[src/rtl/pipeline_hazard_ctrl.sv]
// pipeline_hazard_ctrl
// Central stall/flush sequencer for the 5-stage RV32I pipeline.
// Arbitrates branch redirect > load-use stall > halt request and drives the
// fetch enable, PC select, IF/ID enable and the IF/ID and ID/EX flush controls.
// Outputs are Mealy (combinational from state and current inputs) so a branch
// decision in EX redirects the PC on the same rising edge.
//
// Optional feature: define HAZARD_PERF_CNT_EN to build the three 32-bit
// performance counters; otherwise the counter ports are tied to zero.
//
// LOAD_LATENCY must be within 1..7 (the bubble counter is 3 bits wide).

module pipeline_hazard_ctrl #(
   parameter int unsigned LOAD_LATENCY = 1
) (
   input  logic        clk,
   input  logic        rst_n,
   input  logic [1:0]  ex_branch,
   input  logic        ex_mem_read,
   input  logic [4:0]  ex_rd,
   input  logic [4:0]  id_rs1,
   input  logic [4:0]  id_rs2,
   input  logic        halt_req,
   output logic [1:0]  pc_sel,
   output logic        if_en,
   output logic        id_en,
   output logic        id_flush,
   output logic        ex_flush,
   output logic        halted,
   output logic [31:0] stall_cycles,
   output logic [31:0] flush_events,
   output logic [31:0] halt_cycles
);

   // PC_MUX_ENUM value meaning "sequential PC, no redirect"
   localparam logic [1:0] PC_NOP   = 2'd0;
   // bubble count loaded on STALL entry; the RUN cycle that detects the
   // hazard already accounts for one of the LOAD_LATENCY frozen cycles
   localparam logic [2:0] CNT_INIT = 3'(LOAD_LATENCY - 1);

   typedef enum logic [1:0] {
      RUN   = 2'd0,
      STALL = 2'd1,
      HALT  = 2'd2
   } state_t;

   state_t     state, state_nxt;
   logic [2:0] cnt, cnt_nxt;
   logic       lu, br;

   assign lu = ex_mem_read && (ex_rd != 5'd0) &&
               ((ex_rd == id_rs1) || (ex_rd == id_rs2));
   assign br = (ex_branch != PC_NOP);

   // next-state and Mealy outputs; reset forces the pipeline into a frozen,
   // fully flushed condition
   always_comb begin
      pc_sel    = PC_NOP;
      if_en     = 1'b1;
      id_en     = 1'b1;
      id_flush  = 1'b0;
      ex_flush  = 1'b0;
      state_nxt = state;
      cnt_nxt   = cnt;
      if (!rst_n) begin
         if_en     = 1'b0;
         id_en     = 1'b0;
         id_flush  = 1'b1;
         ex_flush  = 1'b1;
         state_nxt = RUN;
         cnt_nxt   = 3'd0;
      end else begin
         case (state)
            RUN: begin
               if (br) begin
                  pc_sel   = ex_branch;
                  id_flush = 1'b1;
                  ex_flush = 1'b1;
               end else if (lu) begin
                  if_en    = 1'b0;
                  id_en    = 1'b0;
                  ex_flush = 1'b1;
                  if (LOAD_LATENCY > 1) begin
                     state_nxt = STALL;
                     cnt_nxt   = CNT_INIT;
                  end
               end else if (halt_req) begin
                  if_en     = 1'b0;
                  id_en     = 1'b0;
                  ex_flush  = 1'b1;
                  state_nxt = HALT;
               end
            end
            STALL: begin
               // EX holds a bubble here, so branch/hazard/halt inputs are stale
               if_en    = 1'b0;
               id_en    = 1'b0;
               ex_flush = 1'b1;
               cnt_nxt  = cnt - 3'd1;
               if (cnt <= 3'd1)
                  state_nxt = RUN;
            end
            HALT: begin
               if (halt_req) begin
                  if_en    = 1'b0;
                  id_en    = 1'b0;
                  ex_flush = 1'b1;
               end else begin
                  state_nxt = RUN;
               end
            end
            default: begin
               state_nxt = RUN;
               cnt_nxt   = 3'd0;
            end
         endcase
      end
   end

   assign halted = rst_n && (state == HALT);

   // FSM state and bubble counter
   always_ff @(posedge clk or negedge rst_n) begin
      if (!rst_n) begin
         state <= RUN;
         cnt   <= 3'd0;
      end else begin
         state <= state_nxt;
         cnt   <= cnt_nxt;
      end
   end

`ifdef HAZARD_PERF_CNT_EN
   logic [31:0] stall_q, flush_q, halt_q;

   // performance counters, free-running and wrapping at 2^32
   always_ff @(posedge clk or negedge rst_n) begin
      if (!rst_n) begin
         stall_q <= 32'd0;
         flush_q <= 32'd0;
         halt_q  <= 32'd0;
      end else begin
         if (!if_en && (state != HALT))
            stall_q <= stall_q + 32'd1;
         if ((state == RUN) && br)
            flush_q <= flush_q + 32'd1;
         if (state == HALT)
            halt_q <= halt_q + 32'd1;
      end
   end

   assign stall_cycles = stall_q;
   assign flush_events = flush_q;
   assign halt_cycles  = halt_q;
`else
   assign stall_cycles = 32'd0;
   assign flush_events = 32'd0;
   assign halt_cycles  = 32'd0;
`endif

endmodule
[config.mk]
export PLATFORM = sky130hd
export DESIGN_NAME = pipeline_hazard_ctrl
export DESIGN_NICKNAME = d
export VERILOG_FILES = /design/src/rtl/pipeline_hazard_ctrl.sv
export SDC_FILE = /design/constraint.sdc
export NUM_CORES = 1
export LEC_CHECK = 0
export BUFFER_PORTS_ARGS = -buffer_cell sky130_fd_sc_hd__buf_4
export CORE_ASPECT_RATIO = 1.25
export CORE_MARGIN = 5
export CORE_UTILIZATION = 30
export CTS_BUF_LIST = sky130_fd_sc_hd__clkbuf_8
export CTS_CLUSTER_SIZE = 12
export DETAILED_ROUTE_END_ITERATION = 10
export GPL_TIMING_DRIVEN = 1
export PLACE_DENSITY = 0.8
export SETUP_SLACK_MARGIN = 0.3
export SLEW_MARGIN = 20
export SYNTH_ARGS = -nofsm -noshare
export SYNTH_HDL_FRONTEND = slang
export SYNTH_SLANG_ARGS = --single-unit
[constraint.sdc]
create_clock -name clk -period 1.1 [get_ports clk]
set_input_delay 0.055 -clock clk [delete_from_list [all_inputs] [get_ports clk]]
set_output_delay 0.055 -clock clk [all_outputs]
set_load 0.03 [all_outputs]
==> results of run 1 <==
through the flow:
| step | hold WS, ns | util | setup TNS (ns) |
|---|---|---|---|
| final | 0.340 | 0.339 | -1.03 |
| after detailed placement | -0.0427 | 0.305 | -1.19 |
| after floorplan | -0.241 | - | -0.426 |
| after global placement | -0.0509 | 0.305 | -1.19 |
| after CTS | 0.341 | 0.326 | -1.17 |
| after global routing | 0.357 | 0.339 | -1.15 |
path summary, 6_finish.rpt:
kind	start	endpoint	slack, ns	cells after the start
max	ex_rd[3]	ex_flush	-0.32	6
min	halt_req	state[1]	0.34	3
max reg2reg	state[1]	state[1]	-0.03	5
min reg2reg	state[1]	state[1]	0.84	3
max in group asynchronous	rst_n	state[1]	0.47	3
min in group asynchronous	rst_n	state[1]	0.52	3
cells in the final DEF, fill, tap and decap left out:
master	n
sky130_fd_sc_hd__conb_1	96
sky130_fd_sc_hd__buf_4	28
sky130_fd_sc_hd__buf_6	13
sky130_fd_sc_hd__xnor2_1	9
sky130_fd_sc_hd__nand2_1	4
sky130_fd_sc_hd__inv_2	2
sky130_fd_sc_hd__nand3_1	2
sky130_fd_sc_hd__and3b_2	2
sky130_fd_sc_hd__nand2_2	1
sky130_fd_sc_hd__xnor2_2	1
sky130_fd_sc_hd__nand3_2	1
sky130_fd_sc_hd__o22ai_2	1
sky130_fd_sc_hd__or4_4	1
sky130_fd_sc_hd__o211ai_2	1
sky130_fd_sc_hd__nor2_1	1
sky130_fd_sc_hd__o21ai_4	1
sky130_fd_sc_hd__a211o_4	1
sky130_fd_sc_hd__a31oi_4	1
sky130_fd_sc_hd__inv_1	1
sky130_fd_sc_hd__a211oi_2	1
sky130_fd_sc_hd__dlygate4sd3_1	1
sky130_fd_sc_hd__dfrtp_1	1
routing by layer:
metal,up-vias,part of all wire,GRT usage
met4,0,0,0
met1,269,0.25,0.0637
li1,294,-,-
met3,0,0.20,0.00879
met5,-,0,0
met2,80,0.55,0.151
cells by family (layout without fill, tap and decap cells):
family,Yosys count,after routing,synth area share
compound gates,6,6,0.0480
simple gates,12,12,0.0649
flops,1,1,0.0259
xor+xnor,10,10,0.0908
buf+inv,100,45,0.767
other cells,1,96,0.00389
worst reg2reg max path: stages (launching register included):
cell and delay (ns):
sky130_fd_sc_hd__dfrtp_1 0.39, sky130_fd_sc_hd__nand2_2 0.11, sky130_fd_sc_hd__o211ai_2 0.09, sky130_fd_sc_hd__inv_2 0.08
sky130_fd_sc_hd__buf_4 0.14, sky130_fd_sc_hd__a211oi_2 0.21
power by group through the flow:
stage,logic (mW),clock network [mW],registers [mW]
floorplan,0.799,0,0.0405
global placement,0.661,0,0.0396
CTS,0.688,0,0.0402
global route,0.756,0,0.0406
finish,0.714,0,0.0406
detailed placement,0.663,0,0.0397
layout make-up:
type                    instances  area, um^2  share of cell area
well taps                      37        46.3              0.0431
multi-input cells             124         624               0.582
inverters                       3        11.3              0.0105
flip-flops and latches          1        25.0              0.0233
repair buffers                 42         367               0.341
repair_timing:
item,CTS,global route
setup endpoints to repair,8,8
hold buffers,1,0
setup buffers,1,2
cloned,0,0
gates resized for setup,14,5
endpoints found under the hold margin,1,0
pin swaps,4,7
==> run summary, run 1 <==
LOGIC SYNTHESIS
------------------------------------------------------------------------------------------
Netlist cell types                                                                      17
Primary flip-flop cell chosen by synthesis mapping                            sky130_fd_sc_hd__dfrtp_1
Commonest cells post-synth                                                    97 x sky130_fd_sc_hd__buf_4, 10 x sky130_fd_sc_hd__xnor2_1, 5 x sky130_fd_sc_hd__nand2_1
Post-Synthesis Mean Instance Area                                                7.42 um^2
Main area contributors after synthesis                                        sky130_fd_sc_hd__buf_4 75%, sky130_fd_sc_hd__xnor2_1 9.1%, sky130_fd_sc_hd__dfrtp_1 2.6%
Post-synthesis cell area                                                          965 um^2
Post-synthesis instance total                                                          130
Library cell with the highest instance count after synthesis                  sky130_fd_sc_hd__buf_4
Most area-hungry cell type in the Yosys netlist                               sky130_fd_sc_hd__buf_4
Post-synth EDFFs                                                                         0
Seq cells post-synth                                                                     1
Total of warnings raised by yosys                                                        0
Post-synthesis async set-or-reset flop share                                          1.00
Sequential cell area fraction in the yosys report                                   0.0259
Yosys top cell area share                                                            0.755

PLACEMENT
------------------------------------------------------------------------------------------
Area after detailed placement                                                     966 um^2
Total instance count after detailed placement                                          203
Placer Congestion                                                                    0.631
Post-placement worst setup slack                                                 -0.368 ns
Post-detail-place hpwl                                                             1.85 mm
Port Buffers                                                                            27

WORST SETUP PATH
------------------------------------------------------------------------------------------
Delay of the slowest cell on the worst path                                        0.52 ns
Cell type of the slowest stage on the worst timing path                       sky130_fd_sc_hd__or4_4
Dominant cell type by count on the critical path                              sky130_fd_sc_hd__buf_6
Endpoint required time on the critical path                                        1.04 ns
Critical Path AT                                                                   1.37 ns
Kind of cell adding the most delay to the critical path                       simple AND/OR/NAND/NOR gates
Number of buffer and inverter instances along the worst setup path                       3
Maximum fanout count along the critical path                                             3
Critical path cell sequence                                                   buf_6, or4_4, o211ai_2, inv_2, a211o_4, buf_6
Worst setup SP type                                                           primary input
Kind of capture point of the worst setup path                                   output pin
Setup CP Type                                                                 primary input to output pin

DRT
------------------------------------------------------------------------------------------
Routed length per instance                                                         9.42 um
Via total after detailed routing                                                       643
Aggregate routed wire length                                                       1.95 mm
Number of violations reported at the end of detailed-routing iteration 0                 5
Remaining design rule violation count                                                    0
Vias/cell                                                                             3.11
Number of search-and-repair iterations in the first detailed-routing pass                4
Antenna Nets Post-Route                                                                  0

TIMING
------------------------------------------------------------------------------------------
Number of pins with negative max-slew slack in the final report                          0
Unrepaired setup endpoints after global routing                                        yes
Post-route minimum period                                                          1.42 ns
Final Hold Viols                                                                         0
Post-route clock period utilization                                                   1.29
Worst Clk Skew                                                                        0 ns
Setup slack after layout                                                         -0.321 ns
Timing-limited maximum frequency                                                   704 MHz
Total setup violations reported at the end of the flow                                   4

GLOBAL ROUTING
------------------------------------------------------------------------------------------
Wire length of the first global-routing pass                                       2.27 mm
Number of antenna violations at the first check in global routing                        0
Overall Global Routing Usage                                                        0.0675
Number of global-route vias before repair                                              517
Maximum number of pins on one net before global-route repair                             6
Residual overflow from global routing                                                    0

POWER
------------------------------------------------------------------------------------------
Peak VDD IR                                                                       0.254 mV
Static Leak                                                                       0.632 nW
Power density of the placed cells                                              703 nW/um^2
Pwr Total                                                                         0.754 mW
Relative contribution of combinational cells to total power                          0.946
Psw                                                                               0.558 mW
Internal power                                                                    0.197 mW
Proportion of total power due to net switching                                       0.739
Share of total power in the clock network                                                0
Portion of total power attributed to sequential cells                                0.054

CELLS AND AREA
------------------------------------------------------------------------------------------
Number of standard cells in the layout, taps in and fillers out                        207
Layout cells sized above 1                                                           0.324
Area delta synth->final                                                              11.3%
Cell area after layout                                                           1070 um^2
Nets                                                                                   193
Antenna Diode Count                                                                      0
Most flops, register                                                                 state
Largest register FFs                                                                     1
Biggest registers after layout                                                   state (1)
Filler cell count                                                                      340

FLOORPLANNING
------------------------------------------------------------------------------------------
Area of the core                                                                 3170 um^2
I/O pin count                                                                          124
Rows                                                                                    23
Vertical extent of the die                                                         73.4 um
Area enclosed by the die boundary                                                4460 um^2
Die outline width                                                                  60.7 um
Initial standard-cell utilization of the core                                        0.305

CLOCKING
------------------------------------------------------------------------------------------
Worst-skew pair later-pin latency                                                     0 ns
Clock edge transition at the registers on the reported setup and hold paths           0 ns

OUTCOME
------------------------------------------------------------------------------------------
Failing checks                                                                negative setup slack
Status                                                                        finished with violations

FLOW RUN
------------------------------------------------------------------------------------------
Count of max-cap constraint violations                                                   0

MIN PATH
------------------------------------------------------------------------------------------
Hold Crit Class                                                               primary input to flip-flop

Power figures use the tool's default switching activity.
==> run 2, diff against run 1 <==
CORE_UTILIZATION = 35   (was 30)
MAX_ROUTING_LAYER = met4   (was not set)
PLACE_DENSITY = 0.87   (was 0.8)
clock period = 1.8 ns   (was 1.1 ns; I/O delays follow)
==> run 2 against run 1 <==
Net effect:
- the flow now finishes without violations
- worst hold slack improved by 0.027 ns
- total power fell by 45%
- setup slack improved by 0.66 ns
- register-to-register slack improved by 0.80 ns
- first-iteration DRC count fell by 60%
- cell area fell by 20%
- flip-flop and latch count did not move
- wire length fell by 9.5%
- via count fell by 7.3%
- die area fell by 12%
- sequential power fell by 40%
- final cell count fell by 8.2%
- critical path type unchanged
- largest cell class unchanged
- highest routed layer unchanged
==> run summary, run 2 (same netlist as run 1, synthesis figures left out) <==
TIMING
------------------------------------------------------------------------------------------
Post-route minimum period                                                          1.46 ns
Final Hold Viols                                                                         0   unchanged
Number of pins with negative max-slew slack in the final report                          0   unchanged
Timing-limited maximum frequency                                                   684 MHz
Total setup violations reported at the end of the flow                                   0   was 4
Worst Clk Skew                                                                        0 ns   unchanged
Post-route clock period utilization                                                  0.813
Setup TNS                                                                             0 ns   was -1.03 ns
Unrepaired setup endpoints after global routing                                         no   was yes

FLOORPLANNING
------------------------------------------------------------------------------------------
Area of the core                                                                 2650 um^2   was 3170 um^2
Die outline width                                                                  57.0 um   was 60.7 um
Area enclosed by the die boundary                                                3910 um^2   was 4460 um^2
I/O pin count                                                                          124   unchanged
Initial standard-cell utilization of the core                                        0.364   was 0.305
Rows                                                                                    21   was 23
Vertical extent of the die                                                         68.7 um   was 73.4 um

CELLS AND AREA
------------------------------------------------------------------------------------------
Most frequent cells in the layout                                             96 x sky130_fd_sc_hd__conb_1, 26 x sky130_fd_sc_hd__buf_4, 10 x sky130_fd_sc_hd__xnor2_1, 5 x sky130_fd_sc_hd__nand2_1, 3 x sky130_fd_sc_hd__nand3_1   was 96 x sky130_fd_sc_hd__conb_1, 28 x sky130_fd_sc_hd__buf_4, 13 x sky130_fd_sc_hd__buf_6, 9 x sky130_fd_sc_hd__xnor2_1, 4 x sky130_fd_sc_hd__nand2_1
Largest register FFs                                                                     1   unchanged
Antenna Diode Count                                                                      0   unchanged
Biggest registers after layout                                                   state (1)   unchanged
Area delta synth->final                                                             -10.6%   was 11.3%
Nets                                                                                   179   was 193
Layout cells sized above 1                                                           0.199   was 0.324
Most flops, register                                                                 state   unchanged
Most frequent standard cell in the layout excluding fill and tap cells        sky130_fd_sc_hd__conb_1   unchanged

DRT
------------------------------------------------------------------------------------------
Via total after detailed routing                                                       596   was 643
Vias/cell                                                                             3.14   was 3.11
Antenna Nets Post-Route                                                                  0   unchanged
Number of search-and-repair iterations in the first detailed-routing pass                4   unchanged
Aggregate routed wire length                                                       1.77 mm   was 1.95 mm
Number of violations reported at the end of detailed-routing iteration 0                 2   was 5
Remaining design rule violation count                                                    0   unchanged
Routed length per instance                                                         9.29 um   was 9.42 um

WORST SETUP PATH
------------------------------------------------------------------------------------------
Worst setup SP type                                                           primary input   unchanged
Delay of the slowest cell on the worst path                                        0.53 ns   was 0.52 ns
Critical Path AT                                                                   1.37 ns   about the same
Kind of capture point of the worst setup path                                   output pin   unchanged
Cell type of the slowest stage on the worst timing path                       sky130_fd_sc_hd__or4_4   unchanged
Number of cells on the worst reg-to-reg path                                             4   was 5
Kind of cell adding the most delay to the critical path                       simple AND/OR/NAND/NOR gates   unchanged
Number of buffer and inverter instances along the worst setup path                       3   unchanged
Critical path cell sequence                                                   buf_4, or4_4, o211ai_2, inv_2, a211o_1, buf_6   was buf_6, or4_4, o211ai_2, inv_2, a211o_4, buf_6
Crit path depth                                                                          6   unchanged
Maximum fanout count along the critical path                                             3   unchanged
Setup CP Type                                                                 primary input to output pin   unchanged
Critical Path Source                                                              ex_rd[1]   was ex_rd[3]
Endpoint required time on the critical path                                        1.71 ns   was 1.04 ns
Origin of the critical flop-to-flop path                                          state[1]   unchanged

MIN PATH
------------------------------------------------------------------------------------------
Hold Crit Class                                                               primary input to flip-flop   unchanged
Depth of the worst hold-timing path                                                      3   unchanged
Worst hold start                                                                  halt_req   unchanged

POWER
------------------------------------------------------------------------------------------
Static Leak                                                                       0.540 nW   was 0.632 nW
Peak VDD IR                                                                       0.194 mV   was 0.254 mV
Pwr Total                                                                         0.413 mW   was 0.754 mW
Power density of the placed cells                                              479 nW/um^2   was 703 nW/um^2

GLOBAL ROUTING
------------------------------------------------------------------------------------------
Maximum number of pins on one net before global-route repair                             7   was 6
Number of global-route vias before repair                                              439   was 517
Wire length of the first global-routing pass                                       2.01 mm   was 2.27 mm
Number of antenna violations at the first check in global routing                        0   unchanged
Residual overflow from global routing                                                    0   unchanged
Overall Global Routing Usage                                                        0.0646   was 0.0675

FLOW RUN
------------------------------------------------------------------------------------------
Count of max-cap constraint violations                                                   0   unchanged

CLOCKING
------------------------------------------------------------------------------------------
Worst-skew pair later-pin latency                                                     0 ns   about the same
Clock edge transition at the registers on the reported setup and hold paths           0 ns   about the same

PLACEMENT
------------------------------------------------------------------------------------------
Post-detail-place hpwl                                                             1.75 mm   was 1.85 mm
Placer Congestion                                                                    0.723   was 0.631
Port Buffers                                                                            27   unchanged

OUTCOME
------------------------------------------------------------------------------------------
Status                                                                           completed   was finished with violations

-- run 2: area by class of cell --
class	instances	area, um^2
Fill cell	290	1790
Tap cell	34	42.5
Multi-Input combinational cell	124	567
Sequential cell	1	25.0
Inverter	3	11.3
Timing Repair Buffer	28	216
-- run 2: what timing repair did --
| item | CTS | global route |
|---|---|---|
| setup buffers | 0 | 0 |
| pin swaps | 2 | 1 |
| hold buffers | 1 | 0 |
| setup endpoints to repair | 1 | 3 |
| endpoints found under the hold margin | 1 | 0 |
| gates resized for setup | 2 | 0 |
-- run 2: report_power, final --
part,internal [mW],switching (mW),leakage (nW)
Combinational,0.0646,0.324,0.526
Clock,0,0,0
Sequential,0.0237,0.000811,0.0137
-- run 2: metrics by stage --
step / std cells / hold WS, ns / setup WS (ns) / util / area (um^2)
after floorplan: 225 / -0.206 / 0.228 / - / 1330
after global placement: 189 / -0.114 / 0.296 / 0.318 / 845
after detailed placement: 189 / -0.114 / 0.270 / 0.318 / 845
after CTS: 190 / 0.365 / 0.307 / 0.325 / 862
after global routing: 190 / 0.394 / 0.302 / 0.325 / 862
final: 190 / 0.367 / 0.337 / 0.325 / 862
-- run 2: worst paths after layout --
check | to | slack, ns
hold / removal | state[1] | 0.37
setup / recovery | ex_flush | 0.34
hold reg to reg | state[1] | 0.81
max in group asynchronous | state[1] | 1.26
setup reg to reg | state[1] | 0.77
min in group asynchronous | state[1] | 0.43
-- run 2: worst reg2reg max path, stage by stage (launching register included) --
cell	delay (ns)
sky130_fd_sc_hd__dfrtp_1	0.37
sky130_fd_sc_hd__nand2_1	0.13
sky130_fd_sc_hd__o211ai_2	0.10
sky130_fd_sc_hd__inv_2	0.07
sky130_fd_sc_hd__a211oi_1	0.26
-- run 2: routing by layer --
metal / track usage / part of all wire
met4: 0 / 0
met5: - / 0
met3: 0.00745 / 0.22
met1: 0.0660 / 0.27
met2: 0.139 / 0.51
